<file path="config.mk">
export PLATFORM = sky130hd
export DESIGN_NAME = serial_compare_ctrl
export DESIGN_NICKNAME = d
export VERILOG_FILES = /design/src/rtl/serial_compare_ctrl.sv
export SDC_FILE = /design/constraint.sdc
export NUM_CORES = 1
export LEC_CHECK = 0
export CAP_MARGIN = 20
export CORE_ASPECT_RATIO = 0.8
export CORE_MARGIN = 4
export CORE_UTILIZATION = 53
export DETAILED_ROUTE_END_ITERATION = 8
export PLACE_DENSITY = 0.93
export SYNTH_ARGS = -nofsm -noshare
export SYNTH_HDL_FRONTEND = slang
export SYNTH_SLANG_ARGS = --single-unit
</file>
<file path="constraint.sdc">
create_clock -name clk -period 2.9 [get_ports clk]
set_input_delay 0.58 -clock clk [delete_from_list [all_inputs] [get_ports clk]]
set_output_delay 0.58 -clock clk [all_outputs]
set_load 0.1 [all_outputs]
</file>
<file path="src/rtl/serial_compare_ctrl.sv">
// ---------------------------------------------------------------------------
// SerialCompareCtrl (top module serial_compare_ctrl)
//
// This controller compares two WIDTH-bit operands for magnitude using one
// external 1-bit compare cell. It scans the operands from the MSB down, one
// bit per cycle, and stops at the first bit where they differ. The result is
// latched as one-hot less/greater/equal flags, and a one-cycle done pulse
// marks the end of the comparison.
//
// Configuration macro: SERIAL_CMP_SIGNED_EN
//   Defined   - operands are two's complement. On the MSB step the cell's
//               lt/gt outputs are swapped, because the sign bit has the
//               opposite weight.
//   Undefined - unsigned comparison. No swap logic is built.
//
// Ports
//   clk      in   rising-edge clock
//   rst      in   synchronous active-high reset
//   start    in   comparison request, sampled only while idle
//   a, b     in   WIDTH-bit operands, captured when start is accepted
//   cell_a   out  operand A bit currently presented to the cell
//   cell_b   out  operand B bit currently presented to the cell
//   cell_en  out  cell enable, high only while scanning
//   cell_lt  in   cell A<B output (combinational from cell_a/cell_b/cell_en)
//   cell_gt  in   cell A>B output (combinational)
//   busy     out  high while scanning and in the completion cycle
//   done     out  one-cycle completion pulse
//   a_lt_b   out  latched result: A less than B
//   a_gt_b   out  latched result: A greater than B
//   a_eq_b   out  latched result: A equal to B
// ---------------------------------------------------------------------------
module serial_compare_ctrl #(
  parameter int WIDTH = 8
) (
  input  logic             clk,
  input  logic             rst,
  input  logic             start,
  input  logic [WIDTH-1:0] a,
  input  logic [WIDTH-1:0] b,
  output logic             cell_a,
  output logic             cell_b,
  output logic             cell_en,
  input  logic             cell_lt,
  input  logic             cell_gt,
  output logic             busy,
  output logic             done,
  output logic             a_lt_b,
  output logic             a_gt_b,
  output logic             a_eq_b
);

  localparam int IDXW = $clog2(WIDTH);
  localparam logic [IDXW-1:0] MSB_IDX = IDXW'(WIDTH - 1);

  typedef enum logic [1:0] {
    IDLE,
    SCAN,
    DONE
  } stateT;

  stateT            state;
  logic [WIDTH-1:0] aQ;
  logic [WIDTH-1:0] bQ;
  logic [IDXW-1:0]  idx;

  logic             bitLt;
  logic             bitGt;
  logic             scanHit;
  logic [IDXW-1:0]  nextIdx;

  // Interpret the cell's answer for the bit currently on the cell.
  // In the signed build the MSB is the sign bit. A 1 there means the operand
  // is smaller, so the lt/gt sense is reversed on that step only.
  // The scan ends on any decisive bit, or after the LSB has been compared
  // equal. When the cell reports lt and gt at the same time (a faulty cell),
  // lt takes priority in the sequential block.
  always_comb begin
    bitLt   = cell_lt;
    bitGt   = cell_gt;
`ifdef SERIAL_CMP_SIGNED_EN
    if (idx == MSB_IDX) begin
      bitLt = cell_gt;
      bitGt = cell_lt;
    end
`endif
    scanHit = bitLt || bitGt || (idx == '0);
    nextIdx = idx - IDXW'(1);
  end

  // Main sequencer. All outputs are registered. The cell drive values are
  // loaded one cycle ahead, so during each SCAN cycle cell_a/cell_b already
  // hold bit idx of the captured operands, and the cell answer can be
  // sampled in that same cycle.
  always_ff @(posedge clk) begin
    if (rst) begin
      state   <= IDLE;
      aQ      <= '0;
      bQ      <= '0;
      idx     <= '0;
      cell_a  <= 1'b0;
      cell_b  <= 1'b0;
      cell_en <= 1'b0;
      busy    <= 1'b0;
      done    <= 1'b0;
      a_lt_b  <= 1'b0;
      a_gt_b  <= 1'b0;
      a_eq_b  <= 1'b0;
    end else begin
      case (state)
        IDLE: begin
          done <= 1'b0;
          if (start) begin
            aQ      <= a;
            bQ      <= b;
            idx     <= MSB_IDX;
            cell_en <= 1'b1;
            cell_a  <= a[WIDTH-1];
            cell_b  <= b[WIDTH-1];
            busy    <= 1'b1;
            a_lt_b  <= 1'b0;
            a_gt_b  <= 1'b0;
            a_eq_b  <= 1'b0;
            state   <= SCAN;
          end
        end

        SCAN: begin
          if (scanHit) begin
            a_lt_b  <= bitLt;
            a_gt_b  <= !bitLt && bitGt;
            a_eq_b  <= !bitLt && !bitGt;
            cell_en <= 1'b0;
            cell_a  <= 1'b0;
            cell_b  <= 1'b0;
            done    <= 1'b1;
            state   <= DONE;
          end else begin
            idx    <= nextIdx;
            cell_a <= aQ[nextIdx];
            cell_b <= bQ[nextIdx];
          end
        end

        DONE: begin
          done  <= 1'b0;
          busy  <= 1'b0;
          state <= IDLE;
        end

        default: begin
          state   <= IDLE;
          cell_en <= 1'b0;
          cell_a  <= 1'b0;
          cell_b  <= 1'b0;
          busy    <= 1'b0;
          done    <= 1'b0;
        end
      endcase
    end
  end

endmodule

</file>
# Word level (Yosys, flattened, before mapping)
# Cells that the tools add are included.
[totals]
register_bits = 29
inputBits = 21
output_inout_bits = 8
[op_classes]
addsub = 1
order_cmp = 1
n_eq_ne = 5
n_mux = 27
n_bitwise = 2
reduce_logical = 17
[op_table]
columns = ["operator", "n"]
rows = [
  ["2-to-1 mux 1 bit", 12],
  ["one-hot mux 1 bit (3 select lines)", 3],
  ["AND reduction 3 bit", 3],
  ["one-hot mux 1 bit (2 select lines)", 4],
  ["AND reduction 2 bit", 4],
  ["binary-select mux 1 bit (select 3 bit)", 2],
  ["2-to-1 mux 3 bit", 2],
  ["!= test 2 bit (second input constant)", 3],
  ["one-hot mux 3 bit (2 select lines)", 1],
  ["less-than comparator 3 x 4 -> 1 bit (second input constant)", 1],
  ["2-to-1 mux 2 bit", 2],
  ["one-hot mux 2 bit (2 select lines)", 1],
  ["logical NOT 3 bit", 1],
  ["subtractor 3 x 1 -> 3 bit (second input constant)", 1],
  ["== test 2 x 1 -> 1 bit (second input constant)", 1],
  ["== test 2 bit (second input constant)", 1],
  ["logical AND 1 bit", 2],
  ["logical NOT 1 bit", 2],
  ["logical NOT 2 bit", 1],
  ["logical OR 1 bit", 2],
  ["NOT 1 bit", 2],
  ["nonzero test 2 bit", 1],
  ["OR reduction 2 bit", 1],
]

# Depth between registers and ports, before layout
[depth]
ltp_word = 5
mapped_depth = 8

# Worst setup path after synthesis
# Ideal clock, no wire load.
[synth_timing]
path_kind = "flip-flop to flip-flop"
from = "reg idx[0]"
to = "reg cell_b"
setup_time_ps = 116
t_arrival_ps = 1787
t_required_ps = 2784
path_slack_ps = 998
stages_incl_launch_ff = 9
path_buffers = 2
synth_period_minus_slack_ps = 1902
cell_sequence = "dfxtp_1 -> clkbuf_1 -> inv_1 -> ha_1 -> buf_2 -> nor2b_1 -> a2111oi_0 -> a31oi_1 -> a31o_1"
[synth_via]
elab_chain_len = 5
[synth_lines]
columns = ["element", "line", "rtl"]
rows = [
  ["start: declaration", "64", "logic [IDXW-1:0] idx;"],
  ["start signal: assignment", "138", "idx <= nextIdx;"],
  ["subtractor 3 x 1 -> 3 bit", "87", "nextIdx = idx - IDXW'(1);"],
  ["binary-select mux 1 bit (select 3 bit)", "140", "cell_b <= bQ[nextIdx];"],
  ["2-to-1 mux 1 bit (not written as such)", "140", ""],
  ["2-to-1 mux 1 bit (*)", "128", "if (scanHit) begin"],
  ["one-hot mux 1 bit (3 select lines) (*)", "109", "case (state)"],
  ["end signal: assignment", "118", "cell_b <= b[WIDTH-1];"],
  ["end signal: assignment", "140", ""],
  ["end: declaration", "41", "output logic cell_b,"],
]
# Every way passes the cells marked *; elsewhere a longest branch is shown, timed or not. The select of a mux whose other input is x is not followed.
# A chain may end at the register's enable or synchronous reset.

# Final worst setup path
[layout_timing]
from = "reg idx[0]"
to = "reg cell_a"
[layout_via]
elab_chain_len = 5
[layout_lines]
columns = ["element", "line", "rtl"]
rows = [
  ["subtractor 3 x 1 -> 3 bit", "87", ""],
  ["binary-select mux 1 bit (select 3 bit)", "139", "cell_a <= aQ[nextIdx];"],
  ["2-to-1 mux 1 bit (not written as such)", "139", ""],
  ["2-to-1 mux 1 bit (*)", "128", ""],
  ["one-hot mux 1 bit (3 select lines) (*)", "109", ""],
  ["end signal: assignment", "117", "cell_a <= a[WIDTH-1];"],
  ["end signal: assignment", "139", ""],
  ["end: declaration", "40", "output logic cell_a,"],
]
# Marked as above.

==> key figures <==
STA
  • Minimum clock period: between 2000 and 2500 ps
  • Tightest Pin Transition: 590.1 ps
  • F_max: 0.4721 GHz
  • Final setup vio count: 0
  • Setup ws final: roughly 780 ps
  • Hold Vio Cnt, Final: 0
  • Slew HR: between 60% and 70%
  • Clk_skew: roughly 2.7 ps
  • Pins Over Slew Limit: 0
  • RSZ-0062 raised after global routing: false
  • Final setup TNS: 0 ps
  • Final worst path period share: about three quarters

Routing
  • Final wirelength: about 3 mm
  • Routed Antenna Nets: 0
  • TritonRoute pass-1 iters: 4
  • Met3 wire length: approximately 140 um
  • Wl on met1: between 1 and 1.5 mm
  • Met2 Wirelength: approximately 1.5 mm
  • DR vias: ~1,200
  • Highest routed layer: met4
  • Post-route DRC: 0
  • Detailed Route Iter0 Violations: 73
  • Via/cell ratio: roughly 5.7
  • Routed len/inst: between 10 and 15 um

Synth
  • Synth Net Count: between 150 and 200
  • Share of the synthesized area in the top cell type: 44.49%
  • Number of flops mapped to enable cells by yosys: 0
  • #FFs+latches synth: 29
  • Compound-Gate Fraction of Synth Area: 18.02%
  • Adder-cell area share of the yosys netlist: roughly 1.9%
  • Synth cell types: 36
  • Multiplexer area fraction after synthesis: under 10%
  • Synth area leaders: dfxtp_1, nand2_1, a21oi_1
  • Syn Inst Count: 150
  • Xor/xnor share of the synthesized area: around 1.3%
  • Ys flop type: dfxtp_1
  • Fraction of registers with async set or reset after synthesis: 0%
  • Synthesized area: about 1300 um2
  • Main combinational cell family by area after synthesis: simple AND/OR/NAND/NOR gates
  • Register area share after synthesis: 44.49%
  • Syn. warnings: 0
  • Post-synthesis simple-gate area fraction: between 20% and 30%
  • Mean post-synth cell area: between 8 and 9 um2
  • Synth area leader: dfxtp_1

Worst setup path
  • Worst path cell trace: inv_1 -> ha_1 -> nor2b_1 -> a2111oi_0 -> a31oi_1 -> a31o_1
  • RR Startpoint: idx[0]
  • Critical Path RT: ~3100 ps
  • Crit path DAT: 2340 ps
  • Critical Path Slowest Stage Cell: ha_1
  • Slowest stage delay, CP: 600 ps
  • Worst Path Class, Setup: register to register
  • Reg2reg path depth: 6
  • Startpoint Class: register
  • Max Fanout on Critical Path: 11
  • Setup slack, reg-to-reg: a little under 800 ps
  • Critical Path End Type: register
  • Reg-to-reg endpoint: cell_a

Placement
  • Detail Placement HPWL: 2.255 mm
  • Pre-CTS setup slack: roughly 770 ps
  • GP Congestion: slightly below 0.8
  • IO Port Bufs: 28

Finish
  • Most frequent cells in the layout: nand2_1, dfxtp_1, clkdlybuf4s50_1, a21oi_1, buf_4
  • Synth-to-Final Area Change: 25.79%
  • Nets: 200
  • ANT cells: 0
  • Number of fillers in the final layout: 160
  • Commonest non-fill, non-tap cell in the layout: nand2_1
  • Share of layout cells above drive strength 1: about an eighth

Hold path
  • Hold Crit Depth: 2
  • Worst hold path type: register to register
  • Hold path endpoint: aQ[4]
  • Hold path startpoint: aQ[4]

Clock network
  • Worst-Skew Late Latency: 330 ps
  • TritonCTS clock tree: done
  • Post-CTS Setup Inserts: 0
  • Max Root-Sink Buffers: 2
  • Num CTS Buffers: 5
  • Clock sinks: 29
  • H-tree depth: 2
  • Hold bufs inserted after CTS: 0
  • Root buffer cell: clkbuf_4
  • Clk slew on worst S/H paths: about 90 ps
  • Post-cts sizing count: 0

Die
  • Initial Util: around 58%
  • X dimension of the die: around 63 um
  • Chip height: around 52 um
  • Die ar.: 3325 um2
  • I/O Pins: 29
  • # rows: 15
  • Core region area: roughly 2300 um2

Power and ir drop
  • P per Cell Area: 619.2 nW/um2
  • Leak pwr: ~0.65 nW
  • Tot Pwr: 1.016 mW
  • Worst VDD drop: 0.3120 mV

GRT
  • GRT Total Usage: between 10% and 20%
  • Pin count of the biggest net entering global routing: 27
  • Number of global-route vias before repair: around 1,200
  • Remaining Overflow, GRT: 0
  • Global-route wire length before repair: ~5 mm
  • Initial antenna violation count: 0

Status
  • Outcome: finished, final reports clean

Job
  • Max Cap Violations: 0
-- sequential cells by signal (all words and copies together), names as in the netlist --
| name | flops |
|---|---|
| aQ | 8 |
| a_eq_b | 1 |
| a_gt_b | 1 |
| a_lt_b | 1 |
| bQ | 8 |
| busy | 1 |
| cell_a | 1 |
| cell_b | 1 |
| cell_en | 1 |
| done | 1 |
| idx | 3 |
| state | 2 |
-- cells by family (layout without fill, tap and decap cells) --
kind of cell             Yosys count  in the layout
AND/OR/NAND/NOR                   59             59
XOR/XNOR                           2              2
adder cells (fa/ha/maj)            2              2
buffers and inverters             14             42
flip-flops                        29             29
AO/OA/AOI/OAI                     36             36
multiplexers                       8              8
-- power by group --
| group | switching [mW] | total (mW) | internal, mW |
|---|---|---|---|
| clock | 0.139 | 0.344 | 0.206 |
| sequential | 0.0220 | 0.447 | 0.425 |
| combinational | 0.137 | 0.225 | 0.0883 |
-- how the worst max path moves through the flow --
stage / cells past startpoint / from / end / slack, ps
after floorplan: 8 / idx[0] / cell_b / 1000
after global placement: 5 / cell_lt / idx[2] / 870
after detailed placement: 5 / start / aQ[3] / 770
after CTS: 6 / idx[0] / cell_a / 800
after global routing: 6 / idx[0] / cell_b / 600
final: 6 / idx[0] / cell_a / 780
-- synth_stat cells, types with 3 or more instances --
master / n
buf_4: 4
clkbuf_1: 4
nor2_1: 5
a21oi_1: 18
nand2_1: 35
inv_1: 4
a31oi_1: 4
dfxtp_1: 29
nand3_1: 3
a211oi_1: 4
nor3_1: 3
mux2i_1: 7
-- critical path: cells and delay by family (launching register included) --
kind                     cells  cell delay, ps
AND/OR/NAND/NOR              1              90
AO/OA/AOI/OAI                3             700
flip-flops                   1             490
adder cells (fa/ha/maj)      1             600
buffers and inverters        1             140
-- metrics by stage --
step / area [um2] / utilization, % / hold WS [ps] / instances
2_1_floorplan: 1305 / - / 431.8 / 150
3_3_place_gp: 1556 / 69.11 / 441.5 / 195
3_5_place_dp: 1556 / 69.11 / 448.2 / 195
4_1_cts: 1642 / 72.89 / 460.8 / 203
5_1_grt: 1642 / 72.89 / 481.2 / 203
6_report: 1642 / 72.89 / 461.6 / 203
-- area by class of cell --
| type | instances | area [um2] | area share [%] |
|---|---|---|---|
| sequential | 29 | 580.6 | 35.37 |
| clock inverter | 1 | 30.03 | 1.829 |
| multi-input combinational | 107 | 654.4 | 39.86 |
| timing repair buffer | 30 | 275.3 | 16.77 |
| tap | 25 | 31.28 | 1.905 |
| clock buffer | 7 | 55.05 | 3.354 |
| inverter | 4 | 15.01 | 0.9146 |
-- per-layer routing --
layer / vias to the layer above / GRT usage [%]
met3: 13 / 6.009
met1: 541 / 20.95
met5: - / 0
met2: 35 / 33.62
li1: 576 / -
met4: 0 / 14.34
No activity file was read; power rests on OpenSTA's default activity.
